[src/rtl/gn_clk_en_sched.sv]
// gn_clk_en_sched: per-channel programmable clock-enable ticks with req/ack start and drain-to-period-end stop.
// The stop path lets every enabled channel finish its current period, so no tick period is ever cut short.
module gn_clk_en_sched #(
    parameter int P_NUM_CH = 4,
    parameter int P_DIV_W  = 16,
    localparam int CW      = (P_NUM_CH > 1) ? $clog2(P_NUM_CH) : 1
) (
    input  logic                clk,
    input  logic                rst,
    input  logic                cfg_we,
    input  logic [CW-1:0]       cfg_ch,
    input  logic [P_DIV_W-1:0]  cfg_div,
    output logic                cfg_err,
    input  logic                run_req,
    output logic                run_ack,
    output logic                busy,
    output logic [P_NUM_CH-1:0] tick
);
    typedef enum logic [1:0] {IDLE, RUN, STOP} state_t;
    state_t state_q, state_d;
    logic [P_DIV_W-1:0] div_q [P_NUM_CH];
    logic [P_DIV_W-1:0] cnt_q [P_NUM_CH];
    logic [P_DIV_W-1:0] cnt_d [P_NUM_CH];
    logic [P_NUM_CH-1:0] done_q, done_d, en, term;
    logic run_ack_q, busy_q, cfg_err_q, ch_ok;

    assign ch_ok   = int'(cfg_ch) < P_NUM_CH;
    assign run_ack = run_ack_q;
    assign busy    = busy_q;
    assign cfg_err = cfg_err_q;

    always_comb begin
        for (int c = 0; c < P_NUM_CH; c++) begin
            en[c]   = div_q[c] != '0;
            term[c] = en[c] && (cnt_q[c] == div_q[c] - P_DIV_W'(1));
            tick[c] = term[c] && (state_q == RUN || (state_q == STOP && !done_q[c]));
        end
    end

    always_comb begin
        state_d = state_q;
        done_d  = done_q;
        cnt_d   = cnt_q;
        if (state_q == IDLE) begin
            if (run_req) begin
                state_d = RUN;
                done_d  = '0;
                for (int c = 0; c < P_NUM_CH; c++) cnt_d[c] = '0;
            end
        end else if (state_q == RUN) begin
            for (int c = 0; c < P_NUM_CH; c++)
                cnt_d[c] = (!en[c] || term[c]) ? '0 : cnt_q[c] + P_DIV_W'(1);
            if (!run_req) state_d = STOP;
        end else begin
            // A channel freezes after its final tick; the vacuous all-done case exits after one STOP cycle.
            for (int c = 0; c < P_NUM_CH; c++) begin
                if (en[c] && !done_q[c]) begin
                    done_d[c] = term[c];
                    cnt_d[c]  = term[c] ? cnt_q[c] : cnt_q[c] + P_DIV_W'(1);
                end
            end
            if (&(done_d | ~en)) state_d = IDLE;
        end
    end

    always_ff @(posedge clk) begin
        if (rst) begin
            state_q   <= IDLE;
            done_q    <= '0;
            run_ack_q <= 1'b0;
            busy_q    <= 1'b0;
            cfg_err_q <= 1'b0;
            for (int c = 0; c < P_NUM_CH; c++) begin
                div_q[c] <= '0;
                cnt_q[c] <= '0;
            end
        end else begin
            state_q   <= state_d;
            done_q    <= done_d;
            cnt_q     <= cnt_d;
            run_ack_q <= state_d == RUN;
            busy_q    <= state_d != IDLE;
            cfg_err_q <= cfg_we && (state_q != IDLE || !ch_ok);
            for (int c = 0; c < P_NUM_CH; c++)
                if (cfg_we && state_q == IDLE && cfg_ch == CW'(c)) div_q[c] <= cfg_div;
        end
    end
endmodule

[config.mk]
export PLATFORM = sky130hd
export DESIGN_NAME = gn_clk_en_sched
export DESIGN_NICKNAME = d
export VERILOG_FILES = /design/src/rtl/gn_clk_en_sched.sv
export SDC_FILE = /design/constraint.sdc
export NUM_CORES = 1
export LEC_CHECK = 0
export CORE_MARGIN = 3
export CORE_UTILIZATION = 45
export DETAILED_ROUTE_END_ITERATION = 8
export HOLD_SLACK_MARGIN = 0.03
export PLACE_DENSITY = 0.65
export SLEW_MARGIN = 20
export SYNTH_ARGS = -nofsm -noshare
export SYNTH_HDL_FRONTEND = slang
export SYNTH_SLANG_ARGS = --single-unit
[constraint.sdc]
create_clock -name clk -period 8 [get_ports clk]
set_input_delay 1.6 -clock clk [delete_from_list [all_inputs] [get_ports clk]]
set_output_delay 1.6 -clock clk [all_outputs]
set_load 0.05 [all_outputs]
==> run metrics <==
CTS max path bufs=2; clk sinks=137; R2R Path End=cnt_q[19]; I/O Pins=29; Max VDD drop=roughly 0.16 mV; r2r startpoint=div_q[2][0]; Sw Share=between 20% and 30%; Worst Setup Start Kind=flip-flop; Yosys cell types=73; Remaining DRCs=0; Yosys Warn Count=0; Worst Skew=between 10 and 15 ps; CP Class=reg2out; R2R depth=10; vias in the first global route=about 7000; largest net degree at the start of global routing=32; Pins Over Slew Limit=0; Mapped Area=between 8000 and 9000 um2; first-pass GRT wire length=~36 mm; Final period util=between 70% and 80%; initial antenna violation count=0; number of synthesized flops with an enable pin=64; CTS clk-pin slew, worst paths=approximately 60 ps; top-area cell type share of the netlist area=approximately 22%; FF/Latch Area=3380 um2; crit path DAT=approximately 4500 ps; # Post-CTS Setup Buffers=0; Fill cells=between 1500 and 2000; Final nets=just over 1000; Vias=approximately 7500; worst reg-to-reg setup slack=3990 ps; sw power=~0.48 mW; actual slew at the worst max-slew pin=between 1000 and 1500 ps; relative slew slack=29.1%; Avg WL per Cell=approximately 17 um; placed wire-length estimate=16.0 mm; post-route ant nets=0; fmax=~170 MHz; layout cells sized above 1=7.70%; Tot GR Track Use=approximately a fifth; Tmin final=about 6000 ps; Main synth FF type=dfxtp_1; RSZ-0062 raised after global routing=false; sequential-to-total area share from yosys stat=a little under 40%; CP max FO=16; outcome=complete, no violations; met1 Use GR=slightly below 30%; Rows=50; CTS tree=done; top cells by area, synth=edfxtp_1, dfxtp_1, and2_1; post-synth top area cell=edfxtp_1; count of final setup violators=0; final setup TNS=0 ps; DR iter-0 viols=496; HP Class=reg2reg; CTS Hold Bufs=0; TritonRoute pass-1 iters=5; routability cong.=0.896; Die Y=145 um; CP endpoint=tick[2]; worst skew pair latency=430 ps; Overflow after GRT=0; starting density of the core=between 40% and 50%; P per Cell Area=about 180 nW/um2; core area=18900 um2; post-cts resize count=0; CTS buffer count=17; Vias/cell=between 5 and 6; Ant. Diodes=0; multi-input logic area=5050 um2; Area Overhead vs Synth=11.8%; clock power share=a little over two fifths; Hold Fails Final Rpt=0; worst setup path start=div_q[2][0]; Die W=~150 um; Max-Cap Viols=0; Core Util, Final=between 50 and 60%; CTS root buffer=clkbuf_16; I/O Buffers=28; P_int=~1.2 mW; combinational share of power=between 10% and 20%; cells after synthesis=995; Critical Path RT=approximately 6400 ps; Mapped Nets=about 1000; met3 GRT Util=approximately 4.5%; die area=around 21000 um2; grt met2 use=between 30% and 40%; Leak=3.22 nW; sequential power share=46.0%; Syn Area/Cell=just under 9 um2; register bit total from synthesis=about 140; CP Capture Type=output port; FFs w/ async S/R, synth=0%; final WL=approximately 22 mm; H-tree depth=4; Top Usage Layer GRT=met2
-- kinds of logic (layout without fill, tap and decap cells) --
logic type / Yosys count / count (layout) / synth area share [%]
and+or+nand+nor: 452 / 452 / 30.0
muxes: 7 / 7 / 0.833
adders and majority gates: 12 / 12 / 1.72
AOI/OAI and AO/OA: 237 / 237 / 17.8
DFF: 137 / 137 / 38.8
xor gates and xnor gates: 74 / 74 / 7.44
buffers and inverters: 76 / 94 / 3.42
-- area by class of cell --
cell class / count / area share, %
multi-input combinational: 782 / 51.8
sequential: 137 / 34.7
timing repair buffer: 35 / 3.49
clock inverter: 12 / 0.925
tap: 260 / 3.34
clock buffer: 20 / 4.62
inverter: 27 / 1.04
-- cells in the mapped netlist (11+ instances only) --
library cell,n
a21o_1,11
a21oi_1,64
a31oi_1,11
and2_1,70
and3_1,12
clkbuf_1,36
dfxtp_1,73
edfxtp_1,64
ha_1,12
inv_1,27
nand2_1,53
nand2b_1,19
nand3_1,53
nand4_1,16
nor2_1,47
nor3_1,35
nor4_1,22
o21ai_0,58
o31ai_1,14
or3_1,45
or4_1,18
xnor2_1,41
xor2_1,33
-- metrics by stage --
stage / instance area (um2) / cells / worst slack [ps] / total power, mW / hold WS, ps
after CTS: 9710 / 1272 / 1970 / 1.74 / 485
after floorplan: 8720 / 995 / 2640 / 0.939 / 455
final: 9740 / 1273 / 1950 / 1.73 / 491
after detailed placement: 9170 / 1240 / 2450 / 1.00 / 478
after global routing: 9740 / 1273 / 1690 / 1.80 / 508
after global placement: 9170 / 1240 / 2460 / 1.00 / 473
-- state kept, by name, summed over array words and instances (netlist names) --
signal	count
div_q	64
done_q	4
cfg_err	1
busy	1
run_ack	1
state_q	2
cnt_q	64
-- power groups by stage --
| stage | clock, mW | combinational (mW) | sequential (mW) |
|---|---|---|---|
| 5_1_grt | 0.785 | 0.217 | 0.798 |
| 3_5_place_dp | 0 | 0.193 | 0.810 |
| 4_1_cts | 0.749 | 0.194 | 0.795 |
| 6_report | 0.737 | 0.196 | 0.795 |
| 3_3_place_gp | 0 | 0.192 | 0.810 |
| 2_1_floorplan | 0 | 0.142 | 0.797 |
-- per-layer routing --
metal | vias up | wire [um]
li1 | 3740 | -
met3 | 33 | 877
met2 | 150 | 10400
met5 | - | 0
met4 | 0 | 359
met1 | 3548 | 10600
-- critical path: stages, from the launching register on --
cell,delay (ps)
edfxtp_1,500
inv_1,130
ha_1,280
nor3b_1,540
nand3b_1,160
xnor2_1,170
a2111oi_2,380
nand4_2,400
nor4_1,440
and2_1,220
clkdlybuf4s50_1,810
-- how the worst min path moves through the flow --
stage                     cells past startpoint         to  startpoint  slack, ps
after floorplan                               2  done_q[0]   done_q[0]        460
after global placement                        2  done_q[0]   done_q[0]        470
after detailed placement                      2  done_q[0]   done_q[0]        480
after CTS                                     2  done_q[0]   done_q[0]        490
after global routing                          2  done_q[0]   done_q[0]        510
final                                         2  done_q[0]   done_q[0]        490
-- placed cells by master (no fill, tap or decap), drive strengths merged, types with 9 or more instances in the layout --
cell type | synthesis | final
xor2 | 33 | 33
or2 | 10 | 10
or3 | 46 | 46
nor2 | 47 | 47
and3 | 12 | 12
dfxtp | 73 | 73
nand2b | 19 | 19
edfxtp | 64 | 64
nand4 | 17 | 17
o21ai | 61 | 61
nand3 | 53 | 53
clkbuf | 36 | 20
or4 | 20 | 20
inv | 27 | 31
clkdlybuf4s50 | 0 | 28
a21oi | 64 | 64
o31ai | 14 | 14
xnor2 | 41 | 41
a31oi | 11 | 11
o211ai | 10 | 10
nor3 | 35 | 35
a21o | 11 | 11
and2 | 70 | 70
nor4 | 25 | 25
nand3b | 9 | 9
ha | 12 | 12
nand2 | 53 | 53
Power figures use the tool's default switching activity.
